**src/rtl/rr_arbiter8.sv**
```systemverilog
// Eight-way round-robin arbiter with a bounded hold time per grant.
// Ports:
//   clk      rising-edge clock
//   rst      asynchronous active-high reset
//   req      request vector, bit i = requester i
//   grant    registered one-hot grant
//   gnt_id   registered index of the granted requester
//   gnt_v    high while any grant is held
//   timeout  one-cycle pulse when a grant is cut off at the hold limit
module rr_arbiter8 #(
    parameter int unsigned MAX_HOLD = 16
) (
    input  logic       clk,
    input  logic       rst,
    input  logic [7:0] req,
    output logic [7:0] grant,
    output logic [2:0] gnt_id,
    output logic       gnt_v,
    output logic       timeout
);

    typedef enum logic {
        IDLE = 1'b0,
        BUSY = 1'b1
    } state_t;

    // Hold counter value on the last cycle a grant may stay high.
    localparam logic [7:0] TERM = 8'(MAX_HOLD - 1);

    state_t     state_q, state_d;
    logic [2:0] ptr_q, ptr_d;
    logic [7:0] cnt_q, cnt_d;
    logic [7:0] grant_q, grant_d;
    logic [2:0] id_q, id_d;
    logic       to_q, to_d;

    logic       pick_v;
    logic [2:0] pick_id;
    logic [2:0] idx;

    // Rotating priority search: walk offsets from 7 down to 0 so the
    // requester closest to ptr is the last (and winning) assignment.
    always_comb begin
        pick_v  = 1'b0;
        pick_id = ptr_q;
        idx     = '0;
        for (int i = 7; i >= 0; i--) begin
            idx = ptr_q + 3'(i);
            if (req[idx]) begin
                pick_v  = 1'b1;
                pick_id = idx;
            end
        end
    end

    always_comb begin
        state_d = state_q;
        ptr_d   = ptr_q;
        cnt_d   = cnt_q;
        grant_d = grant_q;
        id_d    = id_q;
        to_d    = 1'b0;
        unique case (state_q)
            IDLE: begin
                if (pick_v) begin
                    state_d = BUSY;
                    id_d    = pick_id;
                    grant_d = 8'd1 << pick_id;
                    cnt_d   = '0;
                end
            end
            BUSY: begin
                // A release wins over a coincident terminal count.
                if (!req[id_q]) begin
                    state_d = IDLE;
                    grant_d = '0;
                    id_d    = '0;
                    ptr_d   = id_q + 3'd1;
                    cnt_d   = '0;
                end else if (cnt_q == TERM) begin
                    state_d = IDLE;
                    grant_d = '0;
                    id_d    = '0;
                    ptr_d   = id_q + 3'd1;
                    cnt_d   = '0;
                    to_d    = 1'b1;
                end else begin
                    cnt_d = cnt_q + 8'd1;
                end
            end
            default: begin
                state_d = IDLE;
            end
        endcase
    end

    always_ff @(posedge clk or posedge rst) begin
        if (rst) begin
            state_q <= IDLE;
            ptr_q   <= '0;
            cnt_q   <= '0;
            grant_q <= '0;
            id_q    <= '0;
            to_q    <= 1'b0;
        end else begin
            state_q <= state_d;
            ptr_q   <= ptr_d;
            cnt_q   <= cnt_d;
            grant_q <= grant_d;
            id_q    <= id_d;
            to_q    <= to_d;
        end
    end

    assign grant   = grant_q;
    assign gnt_id  = id_q;
    assign gnt_v   = |grant_q;
    assign timeout = to_q;

endmodule

```
**config.mk**
```make
export PLATFORM = sky130hd
export DESIGN_NAME = rr_arbiter8
export DESIGN_NICKNAME = d
export VERILOG_FILES = /design/src/rtl/rr_arbiter8.sv
export SDC_FILE = /design/constraint.sdc
export NUM_CORES = 1
export LEC_CHECK = 0
export ABC_AREA = 1
export CORE_MARGIN = 4
export CORE_UTILIZATION = 30
export CTS_BUF_LIST = sky130_fd_sc_hd__clkbuf_16
export DETAILED_ROUTE_END_ITERATION = 6
export MAX_ROUTING_LAYER = met4
export PLACE_DENSITY = 0.56
export SETUP_SLACK_MARGIN = 0.3
export SLEW_MARGIN = 30
export SYNTH_ARGS = -nofsm -noshare
export SYNTH_HDL_FRONTEND = slang
export SYNTH_SLANG_ARGS = --single-unit
```
**constraint.sdc**
```tcl
create_clock -name clk -period 2.52 [get_ports clk]
set_clock_uncertainty 0.2 [all_clocks]
set_input_delay 0.378 -clock clk [delete_from_list [all_inputs] [get_ports clk]]
set_output_delay 0.378 -clock clk [all_outputs]
set_load 0.03 [all_outputs]
```
=== Word level (Yosys, flattened, before mapping) ===
Cells that the tools add are included.
W data, S select, Z words.

* Flip-flop bits (word level): 24
* Bits of input ports: 10
* Output and inout bits: 13

* Add/subtract/negate cells: 9
* Order comparisons: 9
* Eq/ne operators: 4
* Shifts and indexed selects: 1
* Muxes and demuxes: 55
* Bitwise gates (word level): 1
* Reduce and logical (&&, ||, !) cells: 3

{| class="wikitable"
|+ Operator list
! kind !! number
|-
| $mux W8 || 6
|-
| $mux W3 || 13
|-
| $lt A3 B4 Y1 const B || 9
|-
| $pmux W8 S2 || 2
|-
| $bmux W1 S3 || 9
|-
| $mux W1 || 23
|-
| $add A3 B3 Y3 const B || 4
|-
| $add A8 B1 Y8 const B || 1
|-
| $eq A8 B4 Y1 const B || 1
|-
| $reduce_or A8 Y1 || 1
|-
| $shl A1 B3 Y8 const A || 1
|-
| $add A3 B1 Y3 const B || 2
|-
| $add A3 B2 Y3 const B || 2
|-
| $pmux W3 S2 || 1
|-
| $reduce_and A2 Y1 || 2
|-
| $ne A3 B2 Y1 const B || 1
|-
| $ne A2 B1 Y1 const B || 1
|-
| $ne A2 B2 Y1 const B || 1
|-
| $pmux W1 S2 || 1
|-
| $not A1 Y1 || 1
|}

=== Logic depth before layout (Yosys ltp) ===
Gate-level depths: netlist of run 1.

* Depth in word-level cells: 14
* Mapped depth: 20
* Depth with buffers taken out: 19

=== Least setup slack after synthesis of run 1 ===
No wires, ideal clock.

* Path type: register -> register
* From: reg ptr_q[0]
* To: reg grant_q[4], in the netlist grant[4]
* Arrival: 2.009 ns
* Required time: 2.203 ns
* Setup slack: 0.194 ns
* Cell stages (with the launch flop): 16
* Path buffers: 1
* Path through: dfrtp_1 > inv_2 > buf_6 > ha_1 > inv_2 > nand3_1 > nand3_1 > nand2_1 > nor2_1 > nand2_2 > nor2_8 > nor2_4 > nand3_4 > inv_2 > nand2_1 > nand2_1

* Longest elaborated chain between the ends: 14
* Elaborated cells on any way between the ends: 44

{| class="wikitable"
|+ RTL lines
! element !! line !! RTL
|-
| from (decl) || 31 || <nowiki>logic [2:0] ptr_q, ptr_d;</nowiki>
|-
| from (signal assigned) || 107 || <nowiki>ptr_q <= ptr_d;</nowiki>
|-
| $add A3 B3 Y3 || 48 || <nowiki>idx = ptr_q + 3'(i);</nowiki>
|-
| $bmux W1 S3 || 49 || <nowiki>if (req[idx]) begin</nowiki>
|-
| $mux W1 (not written as such) || 49 ||
|-
| $mux W3 (8 in a row) || 49 ||
|-
| $shl A1 B3 Y8 || 68 || <nowiki>grant_d = 8'd1 << pick_id;</nowiki>
|-
| $mux W8 || 65 || <nowiki>if (pick_v) begin</nowiki>
|-
| $pmux W8 S2 || 63 || <nowiki>unique case (state_q)</nowiki>
|-
| to (signal assigned) || 109 || <nowiki>grant_q <= grant_d;</nowiki>
|-
| to (decl) || 33 || <nowiki>logic [7:0] grant_q, grant_d;</nowiki>
|}

Several ways; a longest one is shown, not always the timed one. The select of a mux whose other input is x is not followed.
A chain may end at the register's enable or synchronous reset.

=== Final worst setup path of run 1 ===
Ends and elaborated chain as after synthesis.

==> results.json, run 1 <==
{
  "chipWidth_microns": 88.3,
  "path_class": "reg2reg",
  "setup_tns_ps": 0,
  "setup_viol": 0,
  "clkSlewWorstSetupHoldPaths_ps": 60,
  "post-route-period-util": 0.869,
  "max_slew_margin": 0.786,
  "dieArea_sq_um": 7800,
  "dp_hpwl_microns": 3880,
  "synth_cells": 274,
  "placementRows": 28,
  "dr.pass1.iters": 4,
  "cts_hold_buf": 0,
  "status": "completed",
  "clk_latency_ps": 260,
  "cts_buffers": 3,
  "fmax_mhz": 457,
  "synth_warnings": 0,
  "startpoint_type": "flop",
  "drtIter0Drc": 68,
  "port_buffers": 22,
  "cp-end-kind": "flop",
  "dr_total_vias": 1853,
  "reg2reg_slack_ps": 330,
  "ys_seq_area_frac": 0.310,
  "diodes": 0,
  "grt_usage": 0.141,
  "finalCriticalPeriod_ps": 2190,
  "startpoint": "ptr_q[0]",
  "cp.required_ps": 2470,
  "synth.net_count": 288,
  "cts-htree-levels": 1,
  "drt-wirelength-per-cell_microns": 13.2,
  "grt-ovfl-total": 0,
  "critPathMaxStageDelay_ps": 450,
  "place_congestion": 0.893,
  "hold_path.class": "in2async",
  "critical_path_peak_fanout": 6,
  "nNetsFinal": 324,
  "finalHoldViolCount": 0,
  "seqCellArea_sq_um": 606,
  "cts_root_buffer": "clkbuf_16",
  "cp_slowest_cell": "dfrtp_2",
  "crit-reg2reg-launch": "ptr_q[0]",
  "post_drt_via_cell_ratio": 4.83,
  "critical_path.cell_chain": "inv_4, ha_4, inv_8, nand3_2, nand3_2, nand2_4, nor2_4, nand3_4, nor2_8, nor2_4, nand3_4, inv_2, nand2_1, nand2_1",
  "cts_tree": "done",
  "core_area_sq_um": 6100,
  "cts_buffer_depth": 2,
  "cp_top_family": "simple AND/OR/NAND/NOR gates",
  "layoutNonFillerInstCount": 384,
  "fp.dieH_microns": 88.3,
  "ios": 23,
  "dp_cells": 374,
  "synth_area_per_cell_sq_um": 7.06,
  "grt_pass1_vias": 1920,
  "start_util": 0.317,
  "grt_max_degree": 25,
  "ys_seq_elements": 24,
  "path_buf_inv": 3,
  "drc": 0,
  "antenna_left": 0,
  "synth_cell_types": 32,
  "netlist_area_sq_um": 1930,
  "worstMarginPinSlew_ps": 320,
  "slew_violations": 0,
  "wl_microns": 5070,
  "antenna_found_initial": 0,
  "fillers": 641,
  "cap_violations": 0,
  "arrival_ps": 2140,
  "multi_input_area_sq_um": 1330,
  "rsz0062_at_grt": "yes",
  "grt_pass1_wl_microns": 8650,
  "cts_num_sinks": 24,
  "drive_gt1_frac": 0.333,
  "area_growth_pct": 33.9
}
## per-stage QoR
stage / setup WS, ps / hold WS (ps) / instance area, sq um / util
after floorplan: 346 / 193 / 1950 / -
after detailed placement: 57.4 / 304 / 2270 / 0.373
after global placement: 49.9 / 291 / 2270 / 0.373
after global routing: 217 / 329 / 2590 / 0.425
after CTS: 301 / 274 / 2410 / 0.395
final: 330 / 262 / 2590 / 0.425
## sequential cells by signal (all words and copies together) (netlist names)
name and count:
cnt_q 8, state_q 1, ptr_q 3, gnt_id 3, grant 8, timeout 1
## path summary, 6_finish.rpt
path                            end  depth (start not counted)
max in group asynchronous  ptr_q[1]                          3
hold / removal             grant[6]                          3
min in group clk           cnt_q[1]                          2
setup / recovery           grant[4]                         14
hold reg to reg            cnt_q[1]                          2
setup reg to reg           grant[4]                         14
## layer usage
metal,GRT usage,vias to the layer above,part of all wire
li1,-,955,-
met1,0.178,849,0.44
met2,0.237,39,0.51
met3,0.0140,10,0.026
met4,0.0467,0,0.020
met5,-,-,0
## timing repair
action | 4_1_cts | 5_1_grt
setup buffers | 3 | 2
gates resized for setup | 11 | 43
pin swaps | 3 | 10
gates cloned | 1 | 0
setup endpoints to repair | 21 | 20
## kinds of logic (layout without fill, tap and decap cells)
group                      count (synthesis)  count (layout)  synth area share
and+or+nand+nor                          171             171             0.454
buffers and inverters                     40              75            0.0944
AOI/OAI and AO/OA                         30              30            0.0925
DFF                                       24              24             0.310
xor gates and xnor gates                   5               5            0.0226
adders and majority gates                  4               4            0.0259
## cell type report
class	instances	area share
clock buffer	3	0.0290
clock inverter	1	0.00145
inverter	36	0.0585
multi-input combinational	210	0.512
sequential	24	0.234
tap	75	0.0362
timing repair buffer	34	0.127
timing repair inverter	1	0.00193
## placed cells by master, fill, tap and decap left out, types with 3 or more instances in the layout
cell / netlist / routed
clkbuf_16: 0 / 3
nor3_1: 3 / 3
nand2_1: 85 / 71
dfrtp_2: 0 / 4
o21ai_0: 10 / 9
nor2_2: 4 / 3
nand3_2: 11 / 19
nor2_4: 2 / 4
o21ai_1: 3 / 3
o22ai_1: 5 / 4
inv_1: 24 / 24
inv_2: 10 / 8
clkdlybuf4s50_1: 0 / 19
nor2_1: 14 / 13
dfrtp_1: 24 / 20
buf_4: 1 / 9
nand3_1: 30 / 20
nand2_4: 1 / 4
nand2_2: 15 / 26
a21oi_1: 5 / 4
nand3_4: 2 / 4
xor2_1: 3 / 3
o21ai_2: 2 / 3
## synthesized netlist by cell type, drive strengths merged
| master | number | area share |
|---|---|---|
| a211oi | 1 | 0.0039 |
| o211ai | 2 | 0.0078 |
| buf | 4 | 0.021 |
| inv | 35 | 0.071 |
| a21oi | 6 | 0.017 |
| o32ai | 1 | 0.0045 |
| and3 | 1 | 0.0058 |
| nor4 | 2 | 0.0065 |
| ha | 4 | 0.026 |
| xnor2 | 2 | 0.0091 |
| xor2 | 3 | 0.014 |
| o21ai | 15 | 0.043 |
| o22ai | 5 | 0.016 |
| nand3 | 43 | 0.15 |
| dfrtp | 24 | 0.31 |
| nand2 | 101 | 0.22 |
| nor3 | 3 | 0.0078 |
| nor2 | 21 | 0.062 |
| clkinv | 1 | 0.0026 |
## worst register-to-register path, stage by stage, from the launching register on
cell and delay (ps):
dfrtp_2 450, inv_4 90, ha_4 240, inv_8 90, nand3_2 100, nand3_2 110
nand2_4 90, nor2_4 130, nand3_4 100, nor2_8 160, nor2_4 70, nand3_4 110
inv_2 50, nand2_1 50, nand2_1 50
Power of run 1 is left out: the tool's default activity adds up to more than one toggle a clock period on the data nets, which glitch-free logic cannot reach.
==> run 2: changes to the inputs <==
Settings changed: ABC_AREA 1 to 0, SLEW_MARGIN 30 to unset.
==> results.json, run 2 <==
{
  "status": "finished, violations left",
  "violations": "setup timing",
  "post-route-period-util": 1.15,
  "critPathCapture": "grant[7]",
  "cts-htree-levels": 1,
  "reg2reg_slack_ps": -370,
  "core_area_sq_um": 7250,
  "dp_cells": 395,
  "setup_viol": 20,
  "finalPower_mw": 4.93,
  "layout_commonest_cell": "buf_4",
  "synth_cell_types": 53,
  "area_growth_pct": 47.0,
  "whs_ps": 266,
  "nNetsFinal": 324,
  "wl_microns": 5980,
  "hold_path.class": "in2async",
  "cts_num_sinks": 24,
  "clk_latency_ps": 260,
  "grt_max_degree": 25,
  "synth_ff_type": "dfrtp_1",
  "dr.pass1.iters": 4,
  "place_ws_ps": -589,
  "cts_buffers": 3,
  "top_layer_used": "met4",
  "yosys.area.top_type": "dfrtp_1",
  "finalCriticalPeriod_ps": 2890,
  "layoutNonFillerInstCount": 408,
  "postLayoutCoreUtil": 0.454,
  "dr_total_vias": 2095,
  "post_drt_via_cell_ratio": 5.13,
  "p_per_area_nw_per_um2": 1500,
  "drc": 0,
  "fin_ws_ps": -372,
  "path_class": "reg2reg",
  "timing.rr.end": "grant[7]",
  "slew_violations": 0,
  "cp-end-kind": "flop",
  "startpoint_type": "flop",
  "synth_common_cells": "dfrtp_1 (24), nand2_1 (20), o21ai_0 (17)",
  "cts_tree": "done",
  "crit-reg2reg-launch": "ptr_q[1]",
  "clkSlewWorstSetupHoldPaths_ps": 60,
  "setup_tns_ps": -5750,
  "fmax_mhz": 346,
  "synth.net_count": 239,
  "peakVddDrop_mv": 0.683,
  "finalHoldViolCount": 0,
  "antenna_found_initial": 0,
  "startpoint": "ptr_q[1]",
  "cts_hold_buf": 0,
  "fp.dieH_microns": 94.4,
  "drtIter0Drc": 94,
  "synthArstFlopShare": 1.00,
  "drive_gt1_frac": 0.395,
  "ys_seq_elements": 24,
  "dp_hpwl_microns": 4510,
  "drt-wirelength-per-cell_microns": 14.6,
  "chipWidth_microns": 94.4,
  "synth_cells": 225,
  "final_cell_mix": "buf_4 (60), dfrtp_1 (24), nand2_1 (20), clkdlybuf4s50_1 (15), mux2i_1 (13)",
  "critical_path_peak_fanout": 5,
  "wl_met1_microns": 2920,
  "dieArea_sq_um": 8910,
  "cts_buffer_depth": 2,
  "placed_area_sq_um": 3000,
  "route.met3.wl_microns": 192,
  "grt_pass1_vias": 2059,
  "grt_pass1_wl_microns": 10100,
  "port_buffers": 22,
  "synth_area_per_cell_sq_um": 9.95,
  "start_util": 0.309,
  "netlist_area_sq_um": 2240,
  "met2_length_microns": 2840,
  "rsz0062_at_grt": "yes",
  "finalInstanceArea_sq_um": 3290,
  "p_leak_nw": 1.44,
  "yosysTopAreaCellShare": 0.268,
  "worstMarginPinSlew_ps": 556,
  "ys_seq_area_frac": 0.268,
  "grt_usage": 0.145,
  "ys_top_cells_by_area": "dfrtp_1 (27%), mux4_2 (9.1%), mux2i_1 (6.7%)",
  "cp.required_ps": 2490,
  "antenna_left": 0,
  "r2r_cells": 9,
  "yosysMostFrequentCell": "dfrtp_1",
  "diodes": 0,
  "synth_edf_count": 0,
  "arrival_ps": 2860,
  "cap_violations": 0,
  "ios": 23,
  "grt-ovfl-total": 0,
  "synth_warnings": 0,
  "place_congestion": 0.900,
  "placementRows": 31,
  "cts_root_buffer": "clkbuf_16",
  "max_slew_margin": 0.626
}
run 2: cell count changes in the layout (fill, tap and decap cells not counted), sizes merged, moves of 6 or more:
cell	before	now
nand3	43	6
mux4	0	13
buf	12	71
mux2	0	7
inv	35	10
o31ai	0	7
mux2i	0	17
nor2	21	12
nand2	101	20
and3	1	7
run 2: timing repair:
| item | in CTS | in global routing |
|---|---|---|
| endpoints found under the hold margin | 0 | 0 |
| gates cloned | 1 | 0 |
| buffers inserted | 2 | 6 |
| pin swaps | 0 | 11 |
| gates resized for setup | 19 | 15 |
| endpoints found under the setup margin | 23 | 22 |
run 2: critical path, cell delays in order (launching register included):
cell and delay [ps]:
dfrtp_1 430, inv_6 40, ha_4 310, mux4_2 620
mux2i_4 180, buf_4 150, o22ai_1 90, a221oi_2 380
o21ai_2 180, o31ai_1 210
run 2: power by group:
part           total [mW]  internal (mW)  switching, mW  leakage, nW
logic                3.88           1.96           1.92         1.07
registers           0.606          0.491          0.114        0.321
clock network       0.450          0.316          0.135       0.0511
total                4.93           2.77           2.17         1.44
run 2: worst min path at each step:
stage	from	end	slack [ps]
2_1_floorplan	rst	cnt_q[0]	190
3_3_place_gp	cnt_q[3]	cnt_q[3]	280
3_5_place_dp	cnt_q[3]	cnt_q[3]	290
4_1_cts	rst	grant[2]	280
5_1_grt	rst	cnt_q[6]	320
6_report	rst	grant[7]	270
run 2: logic make-up after synthesis:
logic type	Yosys count	synth area share
mux	37	0.260
xor+xnor	8	0.0346
flops	24	0.268
fa+ha+maj	4	0.0223
buf+inv	23	0.0609
simple gates	70	0.161
compound gates	59	0.193
run 2: per-layer routing:
layer | GRT usage | up-vias
met2 | 0.232 | 38
met4 | 0.0144 | 0
li1 | - | 1033
met3 | 0.0191 | 2
met1 | 0.205 | 1022
met5 | - | -
run 2: cell type report:
| class | instances | area, sq um |
|---|---|---|
| well taps | 99 | 124 |
| multi-input cells | 178 | 1610 |
| clock inverters | 1 | 30.0 |
| clock buffers | 3 | 75.1 |
| inverters | 10 | 42.5 |
| repair buffers | 93 | 815 |
| fillers | 707 | 3960 |
| flip-flops and latches | 24 | 601 |
(Power assumes the default switching activity.)
==> run 3: changes to the inputs <==
Settings changed: SETUP_SLACK_MARGIN 0.3 to unset.
==> results.json, run 3 (same netlist as run 2, synthesis figures left out) <==
{
  "worstMarginPinSlew_ps": 547,
  "setup_viol": 20,
  "critical_path_peak_fanout": 5,
  "timing.rr.end": "grant[5]",
  "power.share.sequential": 0.116,
  "path_class": "reg2reg",
  "p_int_mw": 2.89,
  "finalCriticalPeriod_ps": 2900,
  "fin_ws_ps": -378,
  "rsz0062_at_grt": "yes",
  "chipWidth_microns": 94.4,
  "area_growth_pct": 48.2,
  "cts_root_buffer": "clkbuf_16",
  "drc": 0,
  "post_drt_via_cell_ratio": 5.11,
  "grt_pass1_vias": 2041,
  "clkSlewWorstSetupHoldPaths_ps": 60,
  "clk_latency_ps": 250,
  "ios": 23,
  "combPwrFrac": 0.797,
  "finalHoldViolCount": 0,
  "place_congestion": 0.900,
  "crit-reg2reg-launch": "ptr_q[1]",
  "grt_pass1_wl_microns": 9990,
  "seqCellArea_sq_um": 601,
  "drt-wirelength-per-cell_microns": 14.6,
  "core_area_sq_um": 7250,
  "whs_ps": 266,
  "wl_met1_microns": 2900,
  "fp.dieH_microns": 94.4,
  "final_cell_mix": "buf_4 (63), dfrtp_1 (24), clkdlybuf4s50_1 (22), mux2i_1 (14), nand2_1 (14)",
  "cts_buffer_depth": 2,
  "cts_hold_buf": 0,
  "cts_num_sinks": 24,
  "grt_max_degree": 25,
  "nNetsFinal": 320,
  "top_layer_used": "met4",
  "met2_length_microns": 2810,
  "switchingPower_mw": 2.29,
  "cp.required_ps": 2470,
  "max_slew_margin": 0.631,
  "wl_microns": 5920,
  "grt-ovfl-total": 0,
  "cp-end-kind": "flop",
  "p_leak_nw": 1.41,
  "diodes": 0,
  "route.met3.wl_microns": 177,
  "grt_usage": 0.143,
  "reg2reg_slack_ps": -380,
  "hold_path.class": "in2async",
  "antenna_left": 0,
  "fmax_mhz": 345,
  "layout_commonest_cell": "buf_4",
  "fillers": 710,
  "switching_share": 0.442,
  "antenna_found_initial": 0,
  "status": "finished, violations left",
  "dr_total_vias": 2065,
  "arrival_ps": 2840,
  "r2r_cells": 9,
  "violations": "setup timing",
  "start_util": 0.309,
  "cts_buffers": 3,
  "slew_violations": 0,
  "port_buffers": 22,
  "startpoint_type": "flop",
  "dr.pass1.iters": 4,
  "peakVddDrop_mv": 0.682,
  "cts-htree-levels": 1,
  "placementRows": 31,
  "drtIter0Drc": 102,
  "p_per_area_nw_per_um2": 1560,
  "cts_tree": "done",
  "dieArea_sq_um": 8910,
  "drive_gt1_frac": 0.420,
  "post-route-period-util": 1.15,
  "cap_violations": 0,
  "clockPowerShare": 0.087,
  "finalPower_mw": 5.18,
  "dp_hpwl_microns": 4510,
  "multi_input_area_sq_um": 1680
}
## run 3: cell types whose count changed in the layout (fill, tap and decap cells not counted), sizes merged
cell	change
clkdlybuf4s50	+7
dlymetal6s2s	-3
dlygate4sd2	-4
buf	-5
clkbuf	+1
## run 3: worst max path at each step
stage / endpoint / cells after the start / start
6_report: grant[5] / 9 / ptr_q[1]
5_1_grt: grant[5] / 10 / ptr_q[0]
4_1_cts: grant[4] / 9 / ptr_q[1]
3_5_place_dp: grant[3] / 9 / req[4]
3_3_place_gp: grant[6] / 9 / req[4]
2_1_floorplan: grant[4] / 11 / ptr_q[1]
## run 3: layout make-up
class / count / area share
Sequential cell: 24 / 0.181
Tap cell: 99 / 0.0373
Clock inverter: 1 / 0.00905
Inverter: 10 / 0.0128
Timing Repair Buffer: 89 / 0.232
Clock buffer: 3 / 0.0226
Multi-Input combinational cell: 178 / 0.505
## run 3: worst max-delay path: stages, from the launching register on
cell	delay, ps
dfrtp_1	430
inv_6	40
ha_4	310
mux4_2	620
a211oi_2	280
a21oi_2	70
nand4b_1	230
a31oi_4	260
inv_2	90
a32o_1	250
## run 3: timing repair
item / in CTS / in global routing
gates resized for setup: 5 / 28
setup endpoints to repair: 20 / 22
setup buffers: 1 / 5
endpoints found under the hold margin: 0 / 0
cloned: 1 / 1
pin swaps: 0 / 10
## run 3: power groups by stage
stage	sequential, mW	clock [mW]	combinational (mW)
after floorplan	0.691	0	2.31
after global placement	0.607	0	3.62
after detailed placement	0.607	0	3.64
after CTS	0.601	0.461	3.70
after global routing	0.618	0.482	4.45
final	0.601	0.450	4.13
## run 3: stage by stage
step	setup slack, ps	area, sq um	TNS, ps	instances	utilization
2_1_floorplan	-419	2280	-5870	225	-
3_3_place_gp	-558	3000	-8550	395	0.414
3_5_place_dp	-589	3000	-9230	395	0.414
4_1_cts	-364	3140	-4700	401	0.433
5_1_grt	-479	3320	-7180	404	0.457
6_report	-378	3320	-4960	404	0.457
## run 3: layer usage
metal  track usage  vias to the layer above
li1              -                     1026
met1         0.204                     1007
met2         0.226                       30
met3        0.0191                        2
met4        0.0144                        0
met5             -                        -
